## config.mk

```make
export PLATFORM = sky130hd
export DESIGN_NAME = detector_pulse_conditioner_flat
export DESIGN_NICKNAME = d
export VERILOG_FILES = /design/src/rtl/coinc_pkg.sv /design/src/rtl/detector_pulse_conditioner_if.sv /design/src/rtl/detector_pulse_conditioner_channel_front_end.sv /design/src/rtl/detector_pulse_conditioner.sv /design/src/flat_wrapper.sv
export SDC_FILE = /design/constraint.sdc
export NUM_CORES = 1
export LEC_CHECK = 0
export ABC_AREA = 1
export ABC_CLOCK_PERIOD_IN_PS = 3530
export CORE_MARGIN = 10
export CORE_UTILIZATION = 60
export DETAILED_ROUTE_END_ITERATION = 7
export PLACE_DENSITY = 0.79
export SKIP_LAST_GASP = 1
export SLEW_MARGIN = 20
export SYNTH_ARGS = -nofsm -noshare
export SYNTH_HDL_FRONTEND = slang
export SYNTH_HIERARCHICAL = 1
export SYNTH_SLANG_ARGS = --single-unit
```

## constraint.sdc

```tcl
create_clock -name clock_50 -period 3.53 [get_ports clock_50]
set_input_delay 0.706 -clock clock_50 [delete_from_list [all_inputs] [get_ports clock_50]]
set_output_delay 0.706 -clock clock_50 [all_outputs]
set_load 0.005 [all_outputs]
```

## src/rtl/coinc_pkg.sv

```systemverilog
// rtl/coinc_pkg.sv - shared channel/coincidence indices and counter width for the coincidence datapath
package coinc_pkg;

  localparam int NUM_CH = 4;
  localparam int NUM_CO = 5;

  localparam int CH_A = 0;
  localparam int CH_B = 1;
  localparam int CH_C = 2;
  localparam int CH_D = 3;

  localparam int CO_AB  = 0;
  localparam int CO_AC  = 1;
  localparam int CO_DB  = 2;
  localparam int CO_DC  = 3;
  localparam int CO_ABC = 4;

  localparam int CNT_W   = 8;
  localparam int CNT_MAX = (1 << CNT_W) - 1;

  typedef logic [CNT_W-1:0] cnt_t;

  // An accepted edge on one side pairs with an accepted edge or open window on the other;
  // simultaneous edges fold into the first term so they count once.
  function automatic logic pair_evt(input logic acc_x, input logic open_x,
                                    input logic acc_y, input logic open_y);
    return (acc_x & (acc_y | open_y)) | (acc_y & open_x);
  endfunction

endpackage

```

## src/rtl/detector_pulse_conditioner_if.sv

```systemverilog
// rtl/detector_pulse_conditioner_if.sv - detector inputs and event strobe bundle
interface detector_pulse_conditioner_if;
  import coinc_pkg::*;

  logic              enable;
  logic [NUM_CH-1:0] det_in;
  logic [NUM_CH-1:0] single_evt;
  logic [NUM_CO-1:0] coinc_evt;
  logic [NUM_CH-1:0] win_open;

  modport master (output enable, det_in, input single_evt, coinc_evt, win_open);
  modport slave  (input enable, det_in, output single_evt, coinc_evt, win_open);

endinterface

```

## src/rtl/detector_pulse_conditioner_channel_front_end.sv

```systemverilog
// rtl/detector_pulse_conditioner_channel_front_end.sv - per-channel synchroniser, edge detect, dead time and window
module channel_front_end
  import coinc_pkg::*;
#(
  parameter int WINDOW_CYC = 2,
  parameter int DEAD_CYC   = 0
) (
  input  logic clock_50,
  input  logic rst_n,
  input  logic enable,
  input  logic det_in,
  output logic acc,
  output logic win_open
);

  localparam cnt_t WIN_LOAD  = cnt_t'(WINDOW_CYC);
  localparam cnt_t DEAD_LOAD = cnt_t'(DEAD_CYC);

  logic sync1;
  logic sync2;
  logic prev;
  logic raw_edge;
  cnt_t dead_cnt;
  cnt_t win_cnt;

  assign raw_edge = sync2 & ~prev;
  assign acc      = raw_edge & enable & (dead_cnt == '0);
  assign win_open = (win_cnt != '0);

  // Two-flop synchroniser plus one delayed copy for rising-edge detection.
  always_ff @(posedge clock_50) begin
    if (!rst_n) begin
      sync1 <= 1'b0;
      sync2 <= 1'b0;
      prev  <= 1'b0;
    end else begin
      sync1 <= det_in;
      sync2 <= sync1;
      prev  <= sync2;
    end
  end

  // Dead-time counter: reloaded by every accepted edge, saturates at zero.
  always_ff @(posedge clock_50) begin
    if (!rst_n) begin
      dead_cnt <= '0;
    end else if (acc) begin
      dead_cnt <= DEAD_LOAD;
    end else if (dead_cnt != '0) begin
      dead_cnt <= dead_cnt - cnt_t'(1);
    end
  end

  // Coincidence window: an accepted edge (re)opens it for WINDOW_CYC following cycles.
  always_ff @(posedge clock_50) begin
    if (!rst_n) begin
      win_cnt <= '0;
    end else if (acc) begin
      win_cnt <= WIN_LOAD;
    end else if (win_cnt != '0) begin
      win_cnt <= win_cnt - cnt_t'(1);
    end
  end

endmodule

```

## src/rtl/detector_pulse_conditioner.sv

```systemverilog
// rtl/detector_pulse_conditioner.sv - four-channel detector conditioning with registered single and coincidence strobes
module detector_pulse_conditioner
  import coinc_pkg::*;
#(
  parameter int WINDOW_CYC = 2,
  parameter int DEAD_CYC   = 0
) (
  input logic                         clock_50,
  input logic                         rst_n,
  detector_pulse_conditioner_if.slave bus
);

  if (WINDOW_CYC < 1 || WINDOW_CYC > CNT_MAX || DEAD_CYC < 0 || DEAD_CYC > CNT_MAX) begin : g_bad_param
    $error("detector_pulse_conditioner: WINDOW_CYC must be 1..255 and DEAD_CYC 0..255");
  end

  logic [NUM_CH-1:0] acc;
  logic [NUM_CH-1:0] open_w;
  logic [NUM_CO-1:0] coinc_next;

  for (genvar i = 0; i < NUM_CH; i++) begin : g_ch
    channel_front_end #(
      .WINDOW_CYC(WINDOW_CYC),
      .DEAD_CYC  (DEAD_CYC)
    ) u_fe (
      .clock_50(clock_50),
      .rst_n   (rst_n),
      .enable  (bus.enable),
      .det_in  (bus.det_in[i]),
      .acc     (acc[i]),
      .win_open(open_w[i])
    );
  end

  // Pair and triple coincidences from this cycle's accepted edges and open windows.
  always_comb begin
    coinc_next = '0;
    coinc_next[CO_AB] = pair_evt(acc[CH_A], open_w[CH_A], acc[CH_B], open_w[CH_B]);
    coinc_next[CO_AC] = pair_evt(acc[CH_A], open_w[CH_A], acc[CH_C], open_w[CH_C]);
    coinc_next[CO_DB] = pair_evt(acc[CH_D], open_w[CH_D], acc[CH_B], open_w[CH_B]);
    coinc_next[CO_DC] = pair_evt(acc[CH_D], open_w[CH_D], acc[CH_C], open_w[CH_C]);
    coinc_next[CO_ABC] = (acc[CH_A] | acc[CH_B] | acc[CH_C])
                       & (acc[CH_A] | open_w[CH_A])
                       & (acc[CH_B] | open_w[CH_B])
                       & (acc[CH_C] | open_w[CH_C]);
  end

  // Output registers so every strobe is a clean single-cycle pulse.
  always_ff @(posedge clock_50) begin
    if (!rst_n) begin
      bus.single_evt <= '0;
      bus.coinc_evt  <= '0;
      bus.win_open   <= '0;
    end else begin
      bus.single_evt <= acc;
      bus.coinc_evt  <= coinc_next;
      bus.win_open   <= open_w;
    end
  end

endmodule
```

## src/flat_wrapper.sv

```systemverilog
// flat-port wrapper written by rule: the top's interface ports become plain ports
module detector_pulse_conditioner_flat import coinc_pkg::*;
#(
  parameter int WINDOW_CYC = 2,
  parameter int DEAD_CYC   = 0
)
  (clock_50, rst_n, bus_enable, bus_det_in, bus_single_evt, bus_coinc_evt, bus_win_open);
  detector_pulse_conditioner_if bus_i ();
  input logic clock_50;
  input logic rst_n;
  input wire logic [$bits(bus_i.enable)-1:0] bus_enable;
  input wire logic [$bits(bus_i.det_in)-1:0] bus_det_in;
  output wire logic [$bits(bus_i.single_evt)-1:0] bus_single_evt;
  output wire logic [$bits(bus_i.coinc_evt)-1:0] bus_coinc_evt;
  output wire logic [$bits(bus_i.win_open)-1:0] bus_win_open;
  assign bus_i.enable = bus_enable;
  assign bus_i.det_in = bus_det_in;
  assign bus_single_evt = bus_i.single_evt;
  assign bus_coinc_evt = bus_i.coinc_evt;
  assign bus_win_open = bus_i.win_open;
  detector_pulse_conditioner #(.WINDOW_CYC(WINDOW_CYC), .DEAD_CYC(DEAD_CYC)) u_core (.clock_50(clock_50), .rst_n(rst_n), .bus(bus_i));
endmodule
```

==> qor.txt, run 1 <==
Status: finished clean
Hold Path Class: reg -> reg
Endpoints failing setup: 0
DP HPWL: 5.379 mm
Top Family by Delay on Critical Path: buffers and inverters
Slowest-stage cell, CP: clkdlybuf4s50_1
Vias in the first global route: 3144
Simple-gate share of the synthesized area: 0.3158
Crit path kind: reg -> out
Mapped Cells: 567
N_diodes: 0
Main area contributors after synthesis: dfxtp_1 41%, inv_1 9.5%, nand2_1 8.4%
Setup Buffers After CTS: 0
Total die area: 11070 µm²
Crit. End Element: output port
Routed WL per cell: 10.45 µm
Placed Area: 4636 µm²
Vias per cell: 4.656
DRC: 0
Drt pass-1 iters: 4
Maximum fanout along the worst path: 1
CP Launch Type: flip-flop
Initial antenna violation count: 0
Share of the synthesized area in the top cell type: 0.4088
Port bufs: 19
Sequential cell area: 1782 µm²
M1 WL: 3.361 mm
Uppermost routed layer: met4
Buffers plus inverters on the worst setup path: 1
Register bit total from synthesis: 89
Critical Path Start: u_core/bus.single_evt[3]
Post-DRT Antenna Nets: 0
Core ar.: 7176 µm²
Worst R2R Setup Slack: 2.05 ns
Multi-input logic area: 2052 µm²
Stages on the worst setup path: 1
Unique cell type count in the Yosys netlist: 23
Worst Reg-to-Reg Cells: 10
LEAKAGE: 2.493 nW
Filler cells: 596
Dpl cells: 680
Worst endpoint required time: 2.82 ns
DIE HEIGHT: 105.2 µm
Minimum clock period: 1.913 ns
WL met2: 3.492 mm
Initial core utilization: 0.6073
H-tree Lvls: 3
Longest Clk Path Bufs: 2
RR Startpoint: u_core/g_ch[1].u_fe/dead_cnt[0]
Clock transition at the registers of the reported paths: 0.08 ns
Clock root cell: clkbuf_8
Synth Area in XOR/XNOR: 0.08039
Cts hold-fix bufs: 0
Clk Latency, worst-skew pair: 0.35 ns
Post_cts resized: 0
Peak Freq: 522.7 MHz
Total Routing Usage GR: 0.1381
Commonest non-fill, non-tap cell in the layout: inv_1
Row count: 31
Largest net degree at the start of global routing: 42
Synth Area per Inst: 7.686 µm²
Fin crit share: 0.5420
Final net count: 615
Worst Tran Pin Value: 0.8346 ns
Routed vias: 3231
Mux share of post-synthesis cell area: 0
Synth Cell Area: 4358 µm²
Syn Nets: 590
First-pass GRT wire length: 12.94 mm
Worst VDD drop: 0.0004510 V
Final worst clock skew: 0.008380 ns
Io pins: 20
Post-synthesis sequential area ratio: 0.4088
Synth Warn #: 6
Core Util, Final: 0.6717
Slew Viols, Final: 0
Non-Filler Instances: 694
Max cap viols: 0
Met3 wire len: 304 µm
Cell area after layout: 4820 µm²
Num CTS Buffers: 9
Power, Total: 4.859 mW
Endpoints failing hold: 0
WL final: 7.253 mm
Overflow after GRT: 0
Critical path endpoint: bus_single_evt[3]
Terminus of the critical flop-to-flop path: u_core/bus.coinc_evt[4]
P&R area growth vs syn: 10.59%
CTS tree: done
Setup TNS: 0 ns
Clk sinks: 89
Main combinational cell family by area after synthesis: simple AND/OR/NAND/NOR gates
Synth Area in Compound Gates: 0.02871
Slew Limit Headroom: 0.4436
Post-synthesis adder-cell area fraction: 0.04594
Placer congestion estimate: 0.8316
Share of layout cells above drive strength 1: 0.1529
Leading area contributor after synthesis: dfxtp_1
Die Wd: 105.2 µm
PD cells: 1008 nW/µm²
Critical Path AT: 1.21 ns
Number of DRC markers in iteration 0: 120
CP max stage delay: 0.51 ns
CP cell instances: clkdlybuf4s50_1
RSZ-0062 raised after global routing: no
Most frequent cells in the layout: 110 x inv_1, 98 x nand2_1, 89 x dfxtp_1
==> layout make-up <==
cell class	instances	area share
Clock buffer	11	0.02934
Clock inverter	3	0.008827
Inverter	130	0.1023
Multi-Input combinational cell	343	0.4258
Sequential cell	89	0.3697
Tap cell	99	0.02570
Timing Repair Buffer	19	0.03842
==> sequential cells by signal (all words and copies together) (netlist names) <==
signal	flops
u_core/bus.win_open	4
u_core/g_ch.u_fe/sync1	4
u_core/bus.single_evt	4
u_core/bus.coinc_evt	5
u_core/g_ch.u_fe/win_cnt	32
u_core/g_ch.u_fe/prev	4
u_core/g_ch.u_fe/dead_cnt	32
u_core/g_ch.u_fe/sync2	4
==> kinds of logic after synthesis <==
family          Yosys count
flops                    89
fa+ha+maj                16
compound gates           25
xor+xnor                 40
buf+inv                 135
simple gates            262
==> worst min-delay path by stage <==
| stage | cells past startpoint | start | to |
|---|---|---|---|
| floorplan | 2 | u_core/g_ch[0].u_fe/sync1 | u_core/g_ch[0].u_fe/sync2 |
| global placement | 2 | u_core/g_ch[2].u_fe/sync1 | u_core/g_ch[2].u_fe/sync2 |
| detailed placement | 2 | u_core/g_ch[3].u_fe/sync1 | u_core/g_ch[3].u_fe/sync2 |
| CTS | 2 | u_core/g_ch[2].u_fe/sync1 | u_core/g_ch[2].u_fe/sync2 |
| global route | 2 | u_core/g_ch[0].u_fe/sync2 | u_core/g_ch[0].u_fe/prev |
| finish | 2 | u_core/g_ch[3].u_fe/sync1 | u_core/g_ch[3].u_fe/sync2 |
==> synthesized netlist by cell type <==
library cell / instances
inv_1: 110
nand3_2: 5
nand2_2: 14
nor2_4: 4
nor2_2: 17
xnor2_1: 8
nand3_4: 4
o21ai_0: 5
inv_2: 16
nor2_1: 66
nand4_1: 12
nor3_1: 1
dfxtp_1: 89
a21oi_1: 20
nand3_1: 28
nand2_1: 98
buf_6: 1
nand2_4: 9
clkinv_2: 4
nor2_8: 4
xor2_1: 32
ha_1: 16
buf_2: 4
==> report_power, final <==
part / switching (mW) / total [mW] / internal (mW)
combinational: 1.62 / 2.61 / 0.990
clock: 0.332 / 0.671 / 0.338
sequential: 0.221 / 1.58 / 1.36
total: 2.17 / 4.86 / 2.69
==> metrics by stage <==
step                      hold slack [ns]  setup WS [ns]
after floorplan                    0.3905          2.092
after global routing               0.4498          1.563
after global placement             0.4033          1.409
final                              0.4229          1.617
after CTS                          0.4237          1.592
after detailed placement           0.4001          1.339
==> routing by layer <==
metal  up-vias  track usage
met5         -            0
met3         8      0.04811
met2        43       0.2391
met4         0      0.05294
met1      1453       0.1520
li1       1727            -
(Power assumes the default switching activity.)
==> run 2, diff against run 1 <==
ABC_CLOCK_PERIOD_IN_PS = 1500   (was 3530)
CORE_UTILIZATION = 54   (was 60)
PLACE_DENSITY = 0.75   (was 0.79)
clock period = 1.5 ns   (was 3.53 ns; I/O delays follow)
==> run 2 against run 1 <==
Against the previous run: sequential share of layout area is 1.2 points lower; flip-flop and latch count is the same; combinational power up 140%; die area up 9.0%; total power rose by 140%; cell area grew 3.4%; first-iteration DRC count shrank 18%; sequential power up 140%; non-clock buffer count increased by 13; via count grew 1.2%; clock power rose to 2.7 times the previous value; largest cell class unchanged; highest routed layer unchanged.
==> qor.txt, run 2 (same netlist as run 1, synthesis figures left out) <==
Largest net degree at the start of global routing: 15
Initial core utilization: 0.5582
P&R area growth vs syn: 14.38%
LEAKAGE: 2.662 nW
Reg power frac: 0.318
RSZ-0062 raised after global routing: no
WL final: 7.459 mm
Fin crit share: 0.9301
Core ar.: 7807 µm²
Crit. End Element: flip-flop
Die Wd: 109.8 µm
RR Startpoint: u_core/g_ch[1].u_fe/dead_cnt[0]
Port bufs: 19
Clock root cell: clkbuf_8
Initial antenna violation count: 0
Vias per cell: 4.591
Non-Filler Instances: 712
Vias in the first global route: 3252
Clock Power Share: 0.156
Routed vias: 3269
Slew Viols, Final: 0
Endpoints failing hold: 0
Pint: 6.621 mW
Dpl cells: 695
DP HPWL: 5.803 mm
Most frequent cells in the layout: 107 x inv_1, 98 x nand2_1, 89 x dfxtp_1
Worst Reg-to-Reg Cells: 9
Routed WL per cell: 10.48 µm
Hold Path Class: in -> reg
Io pins: 20
Worst VDD drop: 0.001163 V
Total die area: 12060 µm²
Total Routing Usage GR: 0.1373
H-tree Lvls: 3
Terminus of the critical flop-to-flop path: u_core/bus.coinc_evt[4]
Num CTS Buffers: 9
Cell area after layout: 4985 µm²
Number of DRC markers in iteration 0: 99
Cts hold-fix bufs: 0
Commonest non-fill, non-tap cell in the layout: inv_1
Worst hold start: rst_n
Row count: 32
Clock transition at the registers of the reported paths: 0.08 ns
Drt pass-1 iters: 4
Core Util, Final: 0.6385
CTS tree: done
CP Launch Type: flip-flop
Sw frac: 0.4353
N_diodes: 0
Largest regs: u_core/g_ch.u_fe/dead_cnt: 32 flops, u_core/g_ch.u_fe/win_cnt: 32 flops, u_core/bus.coinc_evt: 5 flops
Placer congestion estimate: 0.8006
Peak Freq: 716.8 MHz
Critical Path AT: 1.64 ns
Clk sinks: 89
Endpoints failing setup: 0
Overflow after GRT: 0
Worst endpoint required time: 1.74 ns
Slew Limit Headroom: 0.7748
Clk Latency, worst-skew pair: 0.35 ns
Place WS: -0.2055 ns
Final net count: 628
Final worst setup slack: 0.1049 ns
DRC: 0
Max cap viols: 0
Share of layout cells above drive strength 1: 0.1770
Logic pwr share: 0.527
PD cells: 2352 nW/µm²
Hold Path End: u_core/g_ch[0].u_fe/sync2
Maximum fanout along the worst path: 4
Worst hold path depth: 3
Longest Clk Path Bufs: 2
First-pass GRT wire length: 13.56 mm
Sw power: 5.104 mW
Minimum clock period: 1.395 ns
Crit path kind: reg -> reg
Worst R2R Setup Slack: 0.10 ns
Placed Area: 4755 µm²
Post-DRT Antenna Nets: 0
Final worst clock skew: 0.008341 ns
Worst Tran Pin Value: 0.3378 ns
DIE HEIGHT: 109.8 µm
Hold Worst Slack: 0.3288 ns
Status: finished clean
run 2: changes by cell type in the layout (fill, tap and decap cells not counted), moves of 2 or more:
cell             before  now
inv_1               110  107
clkbuf_1              1    3
buf_12                0    2
buf_4                 0   11
dlygate4sd2_1         0   10
clkdlybuf4s50_1      18    5
dlymetal6s2s_1        0    3
inv_2                16   19
run 2: power groups by stage:
| stage | clock network [mW] | registers (mW) | logic (mW) |
|---|---|---|---|
| final | 1.82 | 3.73 | 6.17 |
| after global routing | 1.99 | 3.83 | 7.07 |
| after CTS | 1.89 | 3.73 | 6.22 |
| after detailed placement | 0 | 3.77 | 6.20 |
| after global placement | 0 | 3.74 | 5.97 |
| after floorplan | 0 | 3.67 | 5.17 |
run 2: routing by layer:
| layer | vias to the layer above | global-route usage | wire (µm) |
|---|---|---|---|
| met1 | 1461 | 0.1614 | 3492 |
| met4 | 0 | 0.07435 | 180 |
| met3 | 15 | 0.03160 | 282 |
| met2 | 36 | 0.2269 | 3504 |
| met5 | - | 0 | 0 |
| li1 | 1757 | - | - |
run 2: metrics by stage:
stage,TNS [ns],power (mW)
2_1_floorplan,0,8.835
5_1_grt,0,12.89
3_5_place_dp,-4.020,9.965
3_3_place_gp,-2.910,9.707
6_report,0,11.72
4_1_cts,0,11.83
run 2: cell type report:
| type | instances | area (µm²) |
|---|---|---|
| Clock buffer | 14 | 162.7 |
| Clock inverter | 2 | 60.06 |
| Fill cell | 693 | 2823 |
| Inverter | 130 | 493.0 |
| Multi-Input combinational cell | 343 | 2057 |
| Sequential cell | 89 | 1782 |
| Tap cell | 102 | 127.6 |
| Timing Repair Buffer | 32 | 302.8 |
run 2: how the worst max path moves through the flow:
stage | slack, ns | to | startpoint
after global routing | 0.003 | u_core/bus.coinc_evt[2] | u_core/g_ch[1].u_fe/win_cnt[0]
after global placement | -0.14 | u_core/bus.coinc_evt[4] | bus_enable
after detailed placement | -0.21 | u_core/bus.coinc_evt[4] | bus_enable
after floorplan | 0.21 | u_core/bus.coinc_evt[4] | u_core/g_ch[1].u_fe/dead_cnt[0]
final | 0.10 | u_core/bus.coinc_evt[4] | u_core/g_ch[1].u_fe/dead_cnt[0]
after CTS | 0.007 | bus_win_open[1] | u_core/bus.win_open[1]
run 2: repair_timing:
item	CTS	global route
resized for setup	10	7
setup buffers	0	1
endpoints found under the hold margin	0	0
pin swaps	0	1
setup endpoints to repair	10	6
run 2: worst max-delay path, stage by stage, from the launching register on:
cell and delay (ns):
dfxtp_1 0.34, inv_1 0.06, ha_1 0.19, inv_1 0.08, nor2_4 0.06, nand3_4 0.07, inv_1 0.10, buf_4 0.15
nor3_2 0.18, nor2_2 0.06
==> run 3, diff against run 2 <==
ABC_AREA = 0   (was 1)
PLACE_DENSITY = 0.76   (was 0.75)
==> run 3 against run 2 <==
Against the previous run: the run now ends with negative setup slack left; clock skew about the same; non-clock buffer count is 150 higher; count of clock-buffer cells in the layout down 1; synthesized area shrank 5.5%; flip-flop and latch count did not move; clock power shrank 13%; sequential share of layout area is 8.3 points lower; utilization grew 27 points; global-route usage grew 7.8 points; routed wire length rose by 110%; critical path depth is 3 lower.
==> qor.txt, run 3 <==
Status: complete, but fails checks
Failing checks: negative setup slack
DP HPWL: 7.343 mm
Clk Latency, worst-skew pair: 0.37 ns
CTS tree: done
Initial antenna violation count: 1
Num CTS Buffers: 9
Crit. End Element: flip-flop
Share of the synthesized area in the top cell type: 0.4326
DIE HEIGHT: 107.3 µm
Total Routing Usage GR: 0.2155
Slew Viols, Final: 0
Placed Area: 5520 µm²
RSZ-0062 raised after global routing: yes
Port bufs: 19
Core ar.: 7331 µm²
Io pins: 20
Endpoints failing hold: 0
Most frequent cells in the layout: 135 x buf_4, 60 x dfxtp_1, 28 x dfxtp_2, 28 x buf_6, 19 x and2_1
Critical Path AT: 2.02 ns
Largest net degree at the start of global routing: 17
Syn Nets: 448
Commonest non-fill, non-tap cell in the layout: buf_4
Endpoints failing setup: 68
H-tree Lvls: 3
Synth Cell Area: 4119 µm²
Clk sinks: 89
Register bit total from synthesis: 89
Initial core utilization: 0.5619
Vias in the first global route: 4453
P&R area growth vs syn: 60.84%
WL final: 15.99 mm
Largest regs: u_core/g_ch.u_fe/dead_cnt: 32 flops, u_core/g_ch.u_fe/win_cnt: 32 flops, u_core/bus.coinc_evt: 5 flops
Mapped Cells: 425
Slew Limit Headroom: 0.5560
Worst endpoint required time: 1.78 ns
Leading area contributor after synthesis: dfxtp_1
Main area contributors after synthesis: dfxtp_1 43%, ha_1 4.9%, a21oi_1 3.6%
Synth Warn #: 6
Clock root cell: clkbuf_8
Place WS: -0.4004 ns
Clock transition at the registers of the reported paths: 0.09 ns
First-pass GRT wire length: 20.64 mm
Peak Freq: 573.8 MHz
LEAKAGE: 2.725 nW
Count leader, synth: dfxtp_1
Maximum fanout along the worst path: 6
Worst hold path depth: 1
Final worst setup slack: -0.2428 ns
Vias per cell: 6.433
CP Launch Type: flip-flop
N_diodes: 0
Post-synth top flop: dfxtp_1
Minimum clock period: 1.743 ns
Commonest cells post-synth: 89 x dfxtp_1, 30 x a21oi_1, 29 x inv_1
Hold Path Class: reg -> reg
Unique cell type count in the Yosys netlist: 32
Worst Reg-to-Reg Cells: 6
Fraction of registers with async set or reset after synthesis: 0
Cts hold-fix bufs: 0
Share of layout cells above drive strength 1: 0.5814
Crit path kind: reg -> reg
Overflow after GRT: 0
Setup TNS: -7.381 ns
Routed vias: 4587
Post-synthesis sequential area ratio: 0.4326
Number of DRC markers in iteration 0: 301
Total die area: 11520 µm²
Post-DRT Antenna Nets: 0
Worst Tran Pin Value: 0.6645 ns
Filler cells: 289
Max cap viols: 0
Row count: 31
Final net count: 632
DRC: 0
Synth Area per Inst: 9.692 µm²
Drt pass-1 iters: 5
Routed WL per cell: 22.43 µm
PD cells: 2318 nW/µm²
Placer congestion estimate: 0.8236
Post-synth EDFFs: 0
Longest Clk Path Bufs: 2
Fin crit share: 1.162
Final worst clock skew: 0.008122 ns
Cell area after layout: 6625 µm²
Die Wd: 107.3 µm
Worst VDD drop: 0.001503 V
-- run 3: area by class of cell --
class	count	area [µm²]	share of cell area
clock buffers	13	158.9	0.02398
clock inverters	3	15.01	0.002266
inverters	29	111.4	0.01681
multi-input cells	298	2870	0.4332
flip-flops and latches	89	1821	0.2748
well taps	99	123.9	0.01870
repair buffers	182	1525	0.2302
-- run 3: worst max-delay path, cell delays in order (launching register included) --
cell and delay (ns):
dfxtp_2 0.35, inv_2 0.12, ha_4 0.15, or3b_4 0.43, nor3_4 0.29, o21ai_2 0.12
a211oi_2 0.21
-- run 3: final timing paths --
check	slack, ns	endpoint	startpoint
worst min-delay path	0.44	u_core/g_ch[1].u_fe/sync2	u_core/g_ch[1].u_fe/sync1
worst max register to register	-0.24	u_core/bus.coinc_evt[4]	u_core/g_ch[0].u_fe/dead_cnt[1]
worst max-delay path	-0.24	u_core/bus.coinc_evt[4]	u_core/g_ch[0].u_fe/dead_cnt[1]
worst min register to register	0.44	u_core/g_ch[1].u_fe/sync2	u_core/g_ch[1].u_fe/sync1
-- run 3: power by group --
group / internal, mW / switching (mW) / total [mW]
logic: 5.27 / 4.96 / 10.2
clock network: 0.689 / 0.897 / 1.59
registers: 3.07 / 0.470 / 3.54
total: 9.03 / 6.33 / 15.4
-- run 3: timing repair --
| item | in CTS | in global routing |
|---|---|---|
| buffers inserted | 22 | 9 |
| resized for setup | 120 | 73 |
| pin swaps | 63 | 33 |
| endpoints found under the setup margin | 72 | 74 |
-- run 3: stage by stage --
stage	std cells	hold WS (ns)	util	power [mW]
finish	713	0.4412	0.9037	15.36
global route	713	0.4721	0.9037	16.00
CTS	705	0.4412	0.8577	13.45
detailed placement	667	0.4236	0.7530	10.37
global placement	667	0.4140	0.7530	10.03
floorplan	425	0.4118	-	7.593
-- run 3: metal layers --
layer | part of all wire | wire, µm | track usage
met5 | 0 | 0 | 0
met4 | 0.069 | 1107 | 0.1307
met3 | 0.069 | 1098 | 0.03413
met2 | 0.49 | 7903 | 0.3861
met1 | 0.37 | 5881 | 0.2329
-- run 3: kinds of logic after synthesis --
kind of cell | count (synthesis) | synth area share
adder cells (fa/ha/maj) | 16 | 0.04860
buffers and inverters | 38 | 0.03736
XOR/XNOR | 16 | 0.03402
AND/OR/NAND/NOR | 165 | 0.2731
AO/OA/AOI/OAI | 101 | 0.1744
flip-flops | 89 | 0.4326
